$ cat src/rtl/cim_loader_pkg.sv
// Shared types and defaults for the CIM weight loader.
package cim_loader_pkg;

    typedef enum logic {
        ST_FILL = 1'b0,
        ST_WAIT = 1'b1
    } state_t;

    localparam logic PING = 1'b0;
    localparam logic PONG = 1'b1;

    localparam int DEF_WEIGHT_BITS = 12;
    localparam int DEF_ADDR_WIDTH  = 8;
    localparam int DEF_NUM_WORDS   = 144;

endpackage

$ cat src/rtl/cim_weight_loader.sv
// Ping-pong weight loader for the digital CIM array.
// A valid/ready weight stream fills one bank while the MAC side computes on
// the other. Banks swap only on an explicit bank_release from the MAC side.
// Optional build macro CIM_LOADER_ERR_EN adds sticky err_release/err_overflow.
//
// state   | meaning
// --------+---------------------------------------------------------------
// ST_FILL | write bank has room, stream words are accepted (unless flush)
// ST_WAIT | both banks full, stream stalled until the write bank is freed
module cim_weight_loader
    import cim_loader_pkg::*;
#(
    parameter int WEIGHT_BITS = DEF_WEIGHT_BITS,
    parameter int ADDR_WIDTH  = DEF_ADDR_WIDTH,
    parameter int NUM_WORDS   = DEF_NUM_WORDS
) (
    input  logic                   clk,
    input  logic                   rst_n,
    input  logic                   s_valid,
    output logic                   s_ready,
    input  logic [WEIGHT_BITS-1:0] s_data,
    input  logic                   flush,
    input  logic                   bank_release,
    output logic                   bank_ready,
    output logic                   we,
    output logic [ADDR_WIDTH-1:0]  wa,
    output logic [WEIGHT_BITS-1:0] d_in,
    output logic                   write_to_pong_row,
    output logic                   mac_on_pong_row,
    output logic [ADDR_WIDTH-1:0]  fill_cnt
`ifdef CIM_LOADER_ERR_EN
    ,
    output logic                   err_release,
    output logic                   err_overflow
`endif
);

    localparam logic [ADDR_WIDTH-1:0] LAST_ADDR = ADDR_WIDTH'(NUM_WORDS - 1);

    state_t                  state, state_next;
    logic [1:0]              full, full_next;
    logic [ADDR_WIDTH-1:0]   cnt, cnt_next;
    logic                    wr_next, mac_next;
    logic                    accept, done, rel_ok;

    // Next-state, handshake and bank tracker decisions for this cycle.
    always_comb begin
        state_next = state;
        s_ready    = 1'b0;
        accept     = 1'b0;
        done       = 1'b0;
        rel_ok     = bank_release & bank_ready;
        full_next  = full;
        cnt_next   = cnt;
        wr_next    = write_to_pong_row;
        mac_next   = mac_on_pong_row;

        case (state)
            ST_FILL: begin
                s_ready = !flush;
                accept  = s_valid & !flush;
                if (flush) begin
                    cnt_next = '0;
                end else if (accept) begin
                    if (cnt == LAST_ADDR) begin
                        done     = 1'b1;
                        cnt_next = '0;
                    end else begin
                        cnt_next = cnt + 1'b1;
                    end
                end
            end
            ST_WAIT: begin
                if (!full[write_to_pong_row]) begin
                    state_next = ST_FILL;
                end
            end
            default: state_next = ST_FILL;
        endcase

        // Completion and release always hit different banks, so both apply.
        if (done) begin
            full_next[write_to_pong_row] = 1'b1;
            wr_next = (write_to_pong_row == PING) ? PONG : PING;
        end
        if (rel_ok) begin
            full_next[mac_on_pong_row] = 1'b0;
            mac_next = !mac_on_pong_row;
        end

        // Stall only if the bank we just swapped onto is still held by MAC.
        if (done && full_next[wr_next]) begin
            state_next = ST_WAIT;
        end
    end

    // State register, bank tracker and registered array write port.
    always_ff @(posedge clk) begin
        if (!rst_n) begin
            state             <= ST_FILL;
            full              <= 2'b00;
            cnt               <= '0;
            write_to_pong_row <= PING;
            mac_on_pong_row   <= PING;
            bank_ready        <= 1'b0;
            fill_cnt          <= '0;
            we                <= 1'b0;
            wa                <= '0;
            d_in              <= '0;
        end else begin
            state             <= state_next;
            full              <= full_next;
            cnt               <= cnt_next;
            write_to_pong_row <= wr_next;
            mac_on_pong_row   <= mac_next;
            bank_ready        <= full_next[mac_next];
            fill_cnt          <= cnt_next;
            we                <= accept;
            if (accept) begin
                wa   <= cnt;
                d_in <= s_data;
            end
        end
    end

`ifdef CIM_LOADER_ERR_EN
    localparam logic [ADDR_WIDTH:0] OVF_LOAD = {1'b1, {ADDR_WIDTH{1'b0}}};

    logic [ADDR_WIDTH:0] ovf_tmr;

    // Sticky error flags; overflow fires once the stalled stream outlasts the timer.
    always_ff @(posedge clk) begin
        if (!rst_n) begin
            err_release  <= 1'b0;
            err_overflow <= 1'b0;
            ovf_tmr      <= OVF_LOAD;
        end else begin
            if (bank_release && !bank_ready) begin
                err_release <= 1'b1;
            end
            if (s_valid && (state == ST_WAIT)) begin
                if (ovf_tmr == '0) begin
                    err_overflow <= 1'b1;
                end else begin
                    ovf_tmr <= ovf_tmr - 1'b1;
                end
            end else begin
                ovf_tmr <= OVF_LOAD;
            end
        end
    end
`endif

endmodule
$ cat config.mk
export PLATFORM = sky130hd
export DESIGN_NAME = cim_weight_loader
export DESIGN_NICKNAME = d
export VERILOG_FILES = /design/src/rtl/cim_loader_pkg.sv /design/src/rtl/cim_weight_loader.sv
export SDC_FILE = /design/constraint.sdc
export NUM_CORES = 1
export LEC_CHECK = 0
export BUFFER_PORTS_ARGS = -buffer_cell sky130_fd_sc_hd__buf_4
export CAP_MARGIN = 10
export CELL_PAD_IN_SITES_DETAIL_PLACEMENT = 0
export CELL_PAD_IN_SITES_GLOBAL_PLACEMENT = 1
export CORE_MARGIN = 3
export CORE_UTILIZATION = 33
export DETAILED_ROUTE_END_ITERATION = 7
export PLACE_DENSITY_LB_ADDON = 0.1
export SLEW_MARGIN = 20
export SYNTH_ARGS = -nofsm -noshare
export SYNTH_HDL_FRONTEND = slang
export SYNTH_SLANG_ARGS = --single-unit
$ cat constraint.sdc
create_clock -name clk -period 1.5 [get_ports clk]
set_input_delay 0.075 -clock clk [delete_from_list [all_inputs] [get_ports clk]]
set_output_delay 0.075 -clock clk [all_outputs]
set_load 0.02 [all_outputs]
==> metrics.txt <==
adder-cell area share of the yosys netlist=0.806%; Clk Latency, worst-skew pair=0.28 ns; share of cells above drive strength 1=36.9%; number of port buffers=between 40 and 50; startpoint types=flip-flop; Crit Path Category=flip-flop to flip-flop; gpl congestion=0.752; maximum vdd drop=378 uV; Clock Sinks=35; I/O pins=50; vias=~1500; row cnt=24; CTS tree=built; setup violators final=0; crit path time final=1.49 ns; clock-pin slew on the worst setup and hold paths=0.07 ns; clock skew=0.00403 ns; pin count of the biggest net entering global routing=36; final hold vios=0; Synth Area in Simple Gates=26.0%; Seq/Total Area, Yosys=45.1%; final WL=roughly 3900 um; CP Max Fanout=8; DP Wirelength=between 2000 and 3000 um; flip-flop and latch area=713 um^2; drt pass-1 iters=4; Root Driver=clkbuf_8; core box area=4440 um^2; wire per inst=13.3 um; global-route wire length before repair=~6200 um; Yosys warnings=0; clk buf depth=2; cell area after layout=2240 um^2; PD cells=844 nW/um^2; Post-route DRC=0; number of global-route vias before repair=~1300; Synth Area in Compound Gates=23.9%; xor/xnor share of the synthesized area=0%; final core occ=50.3%; Critical Path RT=1.67 ns; Post-Syn Nets=194; Congestion Overflow GR=0; Die Wd=74.6 um; DR vias/cell=4.98; ys flop type=dfxtp_1; initial antenna violation count=0; max-cap viol count=0; main combinational cell family by area after synthesis=simple AND/OR/NAND/NOR gates; Final Slew Violations=0; hold_buf cts=0; RSZ-0062 raised after global routing=yes; Final nets=between 200 and 300; drt initial violations=63; critical path data arrival time=1.66 ns; worst slew pin tran=0.432 ns; synthesis-to-layout area growth=44.1%; number of fill cells=439; maximum clock frequency=673 MHz; multi-input logic area=818 um^2; Max H-tree Level=2; status=finished, final reports clean; Total Die Area=5560 um^2; Total GRT Usage=14.7%; mux share of post-synthesis cell area=0.725%; antenna cell count=0; max_slew headroom=71.2%; Sum Neg Setup Slack=0 ns; Syn Inst Count=176; Post-DRT Antenna Nets=0; Netlist cell types=41; Die Y=74.6 um; crit share post-route=99.1%; HP Class=primary input to flip-flop; Syn Std Cell Area=1550 um^2; Seq cells post-synth=35; static leakage power=around 0.95 nW; Async SR Flop Fraction=0%; Post-synth EDFFs=0; CTS buffer count=5; CP Capture Type=flip-flop; Syn Area/Cell=8.82 um^2; Initial Util=34.9%; placed inst area=2080 um^2
[metal layers]
metal | part of all wire [%] | GRT usage [%] | wire length [um] | up-vias
li1 | - | - | - | 738
met1 | 46 | 19.3 | 1810 | 678
met2 | 46 | 22.4 | 1790 | 35
met3 | 5.7 | 4.32 | 221 | 8
met4 | 2.0 | 6.52 | 78 | 0
met5 | 0 | 0 | 0 | -
[through the flow]
stage / total power, mW / hold WS [ns] / instances / worst slack [ns]
finish: 1.89 / 0.0452 / 293 / 0.0137
global route: 1.98 / 0.0434 / 293 / -0.0210
CTS: 1.91 / 0.0353 / 290 / 0.00461
detailed placement: 1.17 / 0.344 / 282 / 0.0188
global placement: 1.16 / 0.337 / 282 / 0.0538
floorplan: 1.07 / 0.213 / 176 / -0.0381
[state kept, by name (all words and copies together) (netlist names)]
name and flops:
mac_on_pong_row 1, we 1, bank_ready 1, cnt 8, wa 8, write_to_pong_row 1
d_in 12, state 1, full 2
[report_power, final]
part | internal, mW | switching, mW | leakage, nW | total, mW
combinational | 0.0978 | 0.102 | 0.609 | 0.200
clock | 0.419 | 0.316 | 0.0515 | 0.735
sequential | 0.945 | 0.00956 | 0.287 | 0.955
total | 1.46 | 0.427 | 0.948 | 1.89
[cell usage in the layout, fill, tap and decap left out, drive strengths merged]
cell,n
o211ai,1
o211a,3
a31oi,2
and4b,1
o221ai,1
a41oi,1
o221a,2
mux2,1
ha,1
o41ai,1
nand4b,1
a211o,1
a41o,1
a21boi,23
buf,66
and4,1
o21bai,1
and2,4
nor3b,2
nor2,9
clkbuf,8
o21a,1
o31a,1
nor3,1
or3b,2
nand2,51
o21ai,5
a21oi,1
inv,2
and3,1
nor2b,2
nand3,4
dfxtp,35
a32oi,1
nor4,1
nand3b,2
[synthesized netlist by cell type (all sizes together), types with 2 or more instances]
cell type	instances	area, um^2
nand3	4	20.0
nand3b	2	15.0
and2	4	25.0
buf	5	31.3
a31oi	2	12.5
clkbuf	4	15.0
dfxtp	35	701
nor3b	2	26.3
nor2	9	33.8
a21boi	23	173
nor2b	2	12.5
inv	2	7.51
o221a	2	22.5
o211a	3	30.0
or3b	2	20.0
nand2	51	191
o21ai	5	36.3
[kinds of logic (layout without fill, tap and decap cells)]
| family | Yosys count | in the layout |
|---|---|---|
| muxes | 1 | 1 |
| buffers and inverters | 11 | 76 |
| DFF | 35 | 35 |
| AOI/OAI and AO/OA | 46 | 46 |
| and+or+nand+nor | 82 | 82 |
| adders and majority gates | 1 | 1 |
[timing repair]
| item | CTS | global route |
|---|---|---|
| endpoints found under the setup margin | 0 | 10 |
| resized for setup | 0 | 6 |
| buffers inserted | 0 | 3 |
[worst max-delay path: stages (launching register included)]
cell	delay, ns
dfxtp_2	0.33
or3b_4	0.44
o21ai_4	0.27
a31oi_1	0.09
o221a_2	0.26
[cell type report]
class,count,share of cell area (%)
tap,52,2.91
inverter,2,0.336
timing repair buffer,66,23.8
multi-input combinational,130,36.6
sequential,35,31.9
clock buffer,8,4.47
[final timing paths]
| path | startpoint | to | slack (ns) | cells after the start |
|---|---|---|---|---|
| worst max-delay path | cnt[6] | cnt[7] | 0.01 | 4 |
| worst min-delay path | s_data[1] | d_in[1] | 0.05 | 3 |
| worst max register to register | cnt[6] | cnt[7] | 0.01 | 4 |
| worst min register to register | wa[3] | wa[3] | 0.46 | 2 |
Note: power is estimated with default switching activity, not from simulation.
